<file path="src/rtl/nn_ram_pkg.sv">
// Shared types and default widths for the weight-RAM access path.
package nn_ram_pkg;

    localparam int unsigned DEF_ADDR_W = 10;
    localparam int unsigned DEF_DATA_W = 8;

    typedef enum logic [1:0] {
        IDLE     = 2'd0,
        RD_BURST = 2'd1,
        WR_BURST = 2'd2
    } arb_state_t;

    typedef enum logic {
        READER = 1'b0,
        WRITER = 1'b1
    } owner_t;

    // Counter width able to hold 0..max_beats inclusive.
    function automatic int unsigned beat_cnt_w(input int unsigned max_beats);
        return $clog2(max_beats + 1);
    endfunction

endpackage

</file>
<file path="src/rtl/rr_arbiter2.sv">
// Two-input round-robin picker; remembers who was granted last and favours the other on a tie.
module rr_arbiter2
    import nn_ram_pkg::*;
(
    input  logic clk,
    input  logic reset,
    input  logic en,
    input  logic req_rd,
    input  logic req_wr,
    output logic gnt_rd_c,
    output logic gnt_wr_c
);

    owner_t last_owner;

    always_comb begin
        gnt_rd_c = 1'b0;
        gnt_wr_c = 1'b0;
        if (en) begin
            if (req_rd && (!req_wr || last_owner == WRITER)) begin
                gnt_rd_c = 1'b1;
            end else if (req_wr) begin
                gnt_wr_c = 1'b1;
            end
        end
    end

    // Writer is the reset owner so the reader wins the first tie.
    always_ff @(posedge clk or negedge reset) begin
        if (!reset) begin
            last_owner <= WRITER;
        end else if (gnt_rd_c) begin
            last_owner <= READER;
        end else if (gnt_wr_c) begin
            last_owner <= WRITER;
        end
    end

endmodule

</file>
<file path="src/rtl/weight_ram_arbiter.sv">
// Burst-granular arbiter sharing the single-port weight RAM between the inference
// read path and the host weight-load write path, with a max-burst forced release.
module weight_ram_arbiter
    import nn_ram_pkg::*;
#(
    parameter int unsigned ADDR_W    = nn_ram_pkg::DEF_ADDR_W,
    parameter int unsigned DATA_W    = nn_ram_pkg::DEF_DATA_W,
    parameter int unsigned MAX_BURST = 64
) (
    input  logic              clk,
    input  logic              reset,
    input  logic              rd_req,
    input  logic [ADDR_W-1:0] rd_addr,
    input  logic              rd_last,
    output logic              rd_gnt,
    output logic [DATA_W-1:0] rd_data,
    output logic              rd_valid,
    input  logic              wr_req,
    input  logic [ADDR_W-1:0] wr_addr,
    input  logic [DATA_W-1:0] wr_data,
    input  logic              wr_last,
    output logic              wr_gnt,
    output logic              ram_en,
    output logic              ram_we,
    output logic [ADDR_W-1:0] ram_addr,
    output logic [DATA_W-1:0] ram_din,
    input  logic [DATA_W-1:0] ram_dout,
    output logic              busy,
    output logic              burst_overrun
);

    localparam int unsigned CNT_W = beat_cnt_w(MAX_BURST);

    arb_state_t       state_q;
    arb_state_t       state_d;
    logic [CNT_W-1:0] beat_cnt;
    logic [CNT_W-1:0] beat_cnt_d;
    logic             overrun_d;
    logic             arb_rd_c;
    logic             arb_wr_c;
    logic             rd_beat_c;
    logic             wr_beat_c;
    logic             beat_c;
    logic             last_c;

    rr_arbiter2 u_rr (
        .clk      (clk),
        .reset    (reset),
        .en       (state_q == IDLE),
        .req_rd   (rd_req),
        .req_wr   (wr_req),
        .gnt_rd_c (arb_rd_c),
        .gnt_wr_c (arb_wr_c)
    );

    assign rd_beat_c = rd_gnt & rd_req;
    assign wr_beat_c = wr_gnt & wr_req;
    assign beat_c    = rd_beat_c | wr_beat_c;
    assign last_c    = rd_gnt ? rd_last : wr_last;

    // Next-state: arbitrate in IDLE, count beats in a burst, release on last or overrun.
    always_comb begin
        state_d    = state_q;
        beat_cnt_d = beat_cnt;
        overrun_d  = 1'b0;
        unique case (state_q)
            IDLE: begin
                beat_cnt_d = '0;
                if (arb_rd_c) begin
                    state_d = RD_BURST;
                end else if (arb_wr_c) begin
                    state_d = WR_BURST;
                end
            end
            RD_BURST, WR_BURST: begin
                if (beat_c) begin
                    if (last_c) begin
                        state_d    = IDLE;
                        beat_cnt_d = '0;
                    end else if (beat_cnt == CNT_W'(MAX_BURST - 1)) begin
                        state_d    = IDLE;
                        beat_cnt_d = '0;
                        overrun_d  = 1'b1;
                    end else begin
                        beat_cnt_d = beat_cnt + CNT_W'(1);
                    end
                end
            end
            default: begin
                state_d    = IDLE;
                beat_cnt_d = '0;
            end
        endcase
    end

    always_ff @(posedge clk or negedge reset) begin
        if (!reset) begin
            state_q       <= IDLE;
            beat_cnt      <= '0;
            rd_gnt        <= 1'b0;
            wr_gnt        <= 1'b0;
            busy          <= 1'b0;
            rd_valid      <= 1'b0;
            burst_overrun <= 1'b0;
        end else begin
            state_q       <= state_d;
            beat_cnt      <= beat_cnt_d;
            rd_gnt        <= (state_d == RD_BURST);
            wr_gnt        <= (state_d == WR_BURST);
            busy          <= (state_d != IDLE);
            rd_valid      <= rd_beat_c;
            burst_overrun <= overrun_d;
        end
    end

    // RAM port follows the owner only; the waiting requester never reaches the macro.
    always_comb begin
        ram_en   = beat_c;
        ram_we   = wr_beat_c;
        ram_addr = '0;
        ram_din  = '0;
        if (rd_gnt) begin
            ram_addr = rd_addr;
        end else if (wr_gnt) begin
            ram_addr = wr_addr;
            ram_din  = wr_data;
        end
    end

    assign rd_data = ram_dout;

endmodule

</file>
<file path="config.mk">
export PLATFORM = sky130hd
export DESIGN_NAME = weight_ram_arbiter
export DESIGN_NICKNAME = d
export VERILOG_FILES = /design/src/rtl/nn_ram_pkg.sv /design/src/rtl/rr_arbiter2.sv /design/src/rtl/weight_ram_arbiter.sv
export SDC_FILE = /design/constraint.sdc
export NUM_CORES = 1
export LEC_CHECK = 0
export ABC_AREA = 0
export BUFFER_PORTS_ARGS = -buffer_cell sky130_fd_sc_hd__clkbuf_2
export CAP_MARGIN = 20
export CORE_MARGIN = 2
export CORE_UTILIZATION = 40
export CTS_CLUSTER_SIZE = 24
export DETAILED_ROUTE_END_ITERATION = 8
export PLACE_DENSITY = 0.9
export SKIP_LAST_GASP = 1
export SYNTH_ARGS = -nofsm -noshare
export SYNTH_HDL_FRONTEND = slang
export SYNTH_SLANG_ARGS = --single-unit
</file>
<file path="constraint.sdc">
create_clock -name clk -period 2 [get_ports clk]
set_input_delay 0.5 -clock clk [delete_from_list [all_inputs] [get_ports clk]]
set_output_delay 0.5 -clock clk [all_outputs]
set_load 0.05 [all_outputs]
</file>
==> flow_summary_export.csv, run 1 <==
group,metric,value,unit
logic_synthesis,yosysTopAreaCell,"dfrtp_1",
worst_setup_path,r2r_setup_slack,160,ps
clock_tree,cts_root_buf,"clkbuf_4",
sta,period_share,0.969,
power_and_ir_drop,p_leak,0.733,nW
logic_synthesis,yosys_warnings,0,
logic_synthesis,synthCells,110,
logic_synthesis,synth_top_area_frac,0.342,
sta,slew_headroom,0.748,
sta,holdWs,108,ps
die,dieArea,2980,µm²
detailed_routing,drcViolationCount,0,
die,io_pins,75,
clock_tree,clk_pin_slew,90,ps
logic_synthesis,syn_area,1020,µm²
grt,antenna_found_initial,0,
die,core_area,2450,µm²
cells_and_area,nFillCells,209,
worst_setup_path,cpMaxStageDelayCell,"dfrtp_2",
cells_and_area,diodes,0,
clock_tree,h-tree-depth,1,
worst_setup_path,crit_family,"flip-flops",
worst_setup_path,endpoint_kind,"output pin",
placed_design,dp.cells,188,
sta,final-setup-viol-count,0,
run_status,run_status,"finished, final reports clean",
power_and_ir_drop,power.density,1400,nW/µm²
logic_synthesis,synthDistinctLibCells,31,
run,cap_violations,0,
sta,finalCriticalPeriod,1940,ps
min_path,hold_path_class,"in2async",
sta,hold_violations,0,
detailed_routing,post_drt_wl_per_cell,14.2,µm
worst_setup_path,critPathBufInv,2,
detailed_routing,vias,1060,
placed_design,place_ws,169,ps
detailed_routing,first_pass_iters,4,
sta,fmax,516,MHz
worst_setup_path,reg2regPathDepth,6,
logic_synthesis,syn_avg_cell_area,9.32,µm²
worst_setup_path,cp_data_arrival_time,1440,ps
grt,grt_pass1_vias,949,
clock_tree,cts_buffers,3,
sta,setup_ws,62.1,ps
cells_and_area,area_delta_synth_final,41.3,%
worst_setup_path,cpPeakStageDelay,450,ps
die,start_util,0.417,
logic_synthesis,ys_seq_area_frac,0.368,
logic_synthesis,yosys-top-cells-area,"dfrtp_1, a22o_1, and2_1",
clock_tree,clkLatencyLatePin,290,ps
die,row_count,18,
cells_and_area,layoutNonFillerInstCount,197,
grt,gr-usage-all-layers,0.180,
cells_and_area,nets,213,
die,die_x,54.6,µm
detailed_routing,wl,2800,µm
sta,drv_slew,0,
placed_design,gp_congestion,0.859,
cells_and_area,drive_above_1_share,0.515,
clock_tree,cts_buffer_depth,2,
worst_setup_path,r2r-end,"wr_gnt$_DFF_PN0_",
die,die_y,54.6,µm
worst_setup_path,cp_data_required_time,1500,ps
logic_synthesis,syn-num-nets,155,
grt,grt_max_degree,19,
cells_and_area,final_cell_mix,"clkbuf_2, clkbuf_4, dfrtp_1",
sta,finClkSkew,8.60,ps
placed_design,dpl.hpwl,2180,µm
worst_setup_path,cp_max_fo,18,
detailed_routing,viasPerCell,5.38,
sta,tightest_slew,379,ps
grt,overflow,0,
worst_setup_path,cp_cell_sequence,"nor2b_1 -> buf_6 -> a22o_1 -> clkbuf_4",
clock_tree,cts_tree,"built",
worst_setup_path,critical_path_class,"reg2out",
placed_design,io_buffer_count,58,
detailed_routing,drtAntennaViolNets,0,
worst_setup_path,timing.rr.start,"state_q[1]$_DFF_PN0_",
detailed_routing,drtIter0Drc,13,
power_and_ir_drop,irDropWorstVdd,0.925,mV
grt,grt_pass1_wl,3820,µm
clock_tree,cts_sinks,15,
worst_setup_path,start_kind,"register",
cells_and_area,final_common_cell,"clkbuf_2",
logic_synthesis,ys_seq_elements,15,
## kinds of logic after synthesis
logic type	count (synthesis)	synth area share
flops	15	0.368
fa+ha+maj	3	0.0366
xor+xnor	3	0.0256
mux	1	0.0220
compound gates	30	0.237
simple gates	41	0.217
buf+inv	17	0.0940
## routing by layer
layer / up-vias / share of wire / GRT usage
met2: 55 / 0.56 / 0.379
li1: 494 / - / -
met4: 0 / 0.0082 / 0.0792
met3: 6 / 0.071 / 0.0273
met1: 505 / 0.36 / 0.160
met5: - / 0 / 0
## through the flow
stage          setup TNS (ps)   util  area, µm²  power (mW)
6_report                    0  0.590       1450        2.03
3_3_place_gp                0  0.545       1340        1.72
2_1_floorplan               0      -       1040        1.47
5_1_grt                  -180  0.590       1450        2.16
4_1_cts                     0  0.567       1390        1.96
3_5_place_dp                0  0.545       1340        1.76
## registers in the layout, indices dropped and copies added, names as in the netlist
name             count
state_q              2
wr_gnt               1
beat_cnt             7
rd_valid             1
busy                 1
u_rr.last_owner      1
rd_gnt               1
burst_overrun        1
## synthesized netlist by cell type
cell type,instances
o21a_1,1
ha_1,3
o21ai_0,3
nor2_1,4
nor2b_1,4
mux2i_4,1
o211ai_1,2
nand3b_1,1
xnor2_1,3
and4_1,1
o211ai_4,1
a22o_1,10
nand4b_1,1
nand2_1,10
and2_1,12
nor4_1,1
buf_4,8
a21oi_1,2
dfrtp_1,14
a21boi_0,5
clkbuf_1,3
a22oi_1,1
buf_2,2
a311oi_2,1
inv_1,4
a31oi_1,3
a211oi_1,1
dfstp_2,1
nand2b_1,2
nand3_1,4
or2_1,1
## worst max-delay path by stage
stage	startpoint	cells past startpoint	endpoint
floorplan	wr_gnt$_DFF_PN0_	4	ram_din[0]
global placement	rd_req	5	ram_en
detailed placement	rd_req	5	ram_en
CTS	rd_gnt$_DFF_PN0_	4	ram_din[0]
global route	rd_gnt$_DFF_PN0_	4	ram_addr[2]
finish	rd_gnt$_DFF_PN0_	4	ram_addr[2]
## layout make-up
| class | count | area (µm²) | area share |
|---|---|---|---|
| Clock buffer | 3 | 22.5 | 0.0156 |
| Clock inverter | 1 | 5.00 | 0.00346 |
| Inverter | 4 | 15.0 | 0.0104 |
| Multi-Input combinational cell | 78 | 564 | 0.390 |
| Sequential cell | 15 | 379 | 0.262 |
| Tap cell | 30 | 37.5 | 0.0259 |
| Timing Repair Buffer | 66 | 424 | 0.293 |
## report_power, final
| group | leakage (nW) | switching, mW | internal, mW |
|---|---|---|---|
| Sequential | 0.196 | 0.0499 | 0.377 |
| Combinational | 0.519 | 0.923 | 0.509 |
| Clock | 0.0177 | 0.0970 | 0.0743 |
| Total | 0.733 | 1.07 | 0.960 |
## what timing repair did
action	4_1_cts	5_1_grt
buffers inserted	2	3
endpoints found under the setup margin	16	17
hold buffers	0	0
hold endpoints to repair	0	0
gates resized for setup	4	29
No activity file was read; power rests on OpenSTA's default activity.
==> inputs of run 2 (changes only) <==
--- a/config.mk
+++ b/config.mk
@@ -13,6 +13,7 @@
 export CTS_CLUSTER_SIZE = 24
 export DETAILED_ROUTE_END_ITERATION = 8
 export PLACE_DENSITY = 0.9
+export SETUP_SLACK_MARGIN = 0.15
 export SKIP_LAST_GASP = 1
 export SYNTH_ARGS = -nofsm -noshare
 export SYNTH_HDL_FRONTEND = slang
==> run 2 against run 1 <==
Sequential share of layout area is 2.7 points lower. Non-clock buffer count is 1 lower. Final cell count is 0.51% lower. Final area is 12% higher. Flip-flop and latch count stayed put. Critical path depth stayed put. Largest cell class unchanged. Global-route usage is 7.5 points higher. Clock skew is 7.9 ps lower. Power is 13% higher. Via count is 1.4% lower. Utilization is 6.9 points higher. Highest routed layer unchanged. Register-to-register slack better by 90 ps.
==> flow_summary_export.csv, run 2 (synthesized netlist as in run 1, its figures left out) <==
group,metric,value,unit
clock_tree,clk_pin_slew,80,ps
cells_and_area,largest_reg_flops,7,
grt,grt_max_degree,16,
run_status,run_status,"finished, final reports clean",
sta,hold_violations,0,
cells_and_area,diodes,0,
sta,fmax,537,MHz
die,die_x,54.6,µm
worst_setup_path,r2r_setup_slack,250,ps
power_and_ir_drop,switching_power,1.13,mW
worst_setup_path,endpoint_kind,"output pin",
clock_tree,cts_hold_buf,0,
detailed_routing,viasPerCell,5.33,
sta,tightest_slew,378,ps
sta,drv_slew,0,
clock_tree,cts_buffers,3,
detailed_routing,drcViolationCount,0,
sta,final-setup-viol-count,0,
placed_design,dpl.hpwl,2200,µm
clock_tree,clkLatencyLatePin,280,ps
clock_tree,cts_tree,"built",
detailed_routing,drtAntennaViolNets,0,
run,cap_violations,0,
grt,overflow,0,
placed_design,io_buffer_count,58,
power_and_ir_drop,p_int,1.17,mW
cells_and_area,regMostFlops,"beat_cnt",
clock_tree,cts_root_buf,"clkbuf_4",
die,io_pins,75,
grt,met1_usage,0.223,
grt,grt_use_met3,0.0902,
clock_tree,cts_sinks,15,
cells_and_area,area_delta_synth_final,57.8,%
grt,gr-usage-all-layers,0.255,
sta,rsz0062_at_grt,"yes",
detailed_routing,vias,1045,
sta,finalSetupTns,0,ps
detailed_routing,first_pass_iters,4,
min_path,hold_path_class,"in2async",
power_and_ir_drop,p_leak,0.788,nW
sta,finClkSkew,0.659,ps
die,core_area,2450,µm²
worst_setup_path,cp_data_arrival_time,1360,ps
worst_setup_path,critical_path_class,"reg2out",
worst_setup_path,reg2regPathDepth,6,
die,row_count,18,
cells_and_area,nets,212,
detailed_routing,wl,3300,µm
sta,finalCriticalPeriod,1860,ps
clock_tree,cts_buffer_depth,2,
clock_tree,h-tree-depth,1,
worst_setup_path,cp_max_fo,9,
cells_and_area,top_regs,"beat_cnt: 7 flops, state_q: 2 flops",
power_and_ir_drop,switching_share,0.493,
cells_and_area,final_cell_mix,"clkbuf_2, dfrtp_1, nand2_1",
worst_setup_path,timing.rr.start,"state_q[1]$_DFF_PN0_",
grt,grt_pass1_vias,1107,
power_and_ir_drop,irDropWorstVdd,0.994,mV
grt,grt-busiest-layer,"met2",
cells_and_area,drive_above_1_share,0.572,
worst_setup_path,cp_data_required_time,1500,ps
worst_setup_path,start_kind,"register",
power_and_ir_drop,combPwrFrac,0.743,
sta,period_share,0.931,
power_and_ir_drop,p_clk_frac,0.072,
sta,holdWs,123,ps
cells_and_area,nFillCells,187,
detailed_routing,drtIter0Drc,13,
sta,slew_headroom,0.748,
cells_and_area,fin_util,0.659,
grt,antenna_found_initial,0,
worst_setup_path,r2r-end,"wr_gnt$_DFF_PN0_",
die,start_util,0.417,
power_and_ir_drop,power.density,1420,nW/µm²
placed_design,gp_congestion,0.838,
die,dieArea,2980,µm²
grt,met2_usage,0.468,
die,die_y,54.6,µm
cells_and_area,final_common_cell,"clkbuf_2",
detailed_routing,post_drt_wl_per_cell,16.8,µm
power_and_ir_drop,seqPwrFrac,0.185,
grt,grt_pass1_wl,5220,µm
==> run 2: cell count changes in the layout (fill, tap and decap cells not counted), moves of 6 or more <==
cell	before	now
clkbuf_8	0	6
and2_2	8	0
clkbuf_4	16	3
and2_4	0	8
buf_8	0	8
a22o_1	8	1
==> run 2: layer usage <==
metal | up-vias | routed length, µm
li1 | 496 | -
met2 | 56 | 1820
met4 | 0 | 132
met3 | 13 | 229
met5 | - | 0
met1 | 480 | 1110
==> run 2: layout make-up <==
class,instances,area (µm²),share of cell area
repair buffers,65,546,0.337
inverters,4,15.0,0.00929
well taps,30,37.5,0.0232
clock buffers,4,26.3,0.0163
multi-input cells,78,613,0.379
flip-flops and latches,15,379,0.235
==> run 2: power groups by stage <==
stage,clock network (mW),logic (mW),registers [mW]
5_1_grt,0.192,1.82,0.434
4_1_cts,0.174,1.62,0.425
6_report,0.166,1.71,0.426
2_1_floorplan,0,1.02,0.514
3_5_place_dp,0,1.37,0.440
3_3_place_gp,0,1.34,0.434
==> run 2: metrics by stage <==
stage | total power [mW] | instances | instance area (µm²) | setup WS, ps
after floorplan | 1.53 | 110 | 1080 | 172
final | 2.30 | 196 | 1620 | 138
after detailed placement | 1.81 | 188 | 1370 | 186
after global routing | 2.44 | 196 | 1620 | 82.7
after global placement | 1.77 | 188 | 1370 | 206
after CTS | 2.21 | 195 | 1590 | 116
==> run 2: critical path: stages (launching register included) <==
cell,delay (ps)
dfrtp_2,420
nor2b_4,140
buf_6,140
a22o_2,240
buf_8,160
==> run 2: worst max-delay path by stage <==
stage | startpoint | end | slack (ps) | cells past startpoint
2_1_floorplan | wr_gnt$_DFF_PN0_ | ram_din[0] | 170 | 4
3_3_place_gp | rd_req | ram_en | 210 | 4
3_5_place_dp | rd_req | ram_en | 190 | 4
4_1_cts | rd_gnt$_DFF_PN0_ | ram_din[0] | 120 | 4
5_1_grt | rd_gnt$_DFF_PN0_ | ram_addr[9] | 80 | 4
6_report | wr_gnt$_DFF_PN0_ | ram_addr[1] | 140 | 4
==> run 2: repair_timing <==
action                                  4_1_cts  5_1_grt
gates resized for setup                      39       14
gates cloned                                  1        0
pin swaps                                     0        1
buffers inserted                              2        1
endpoints found under the setup margin       19       22
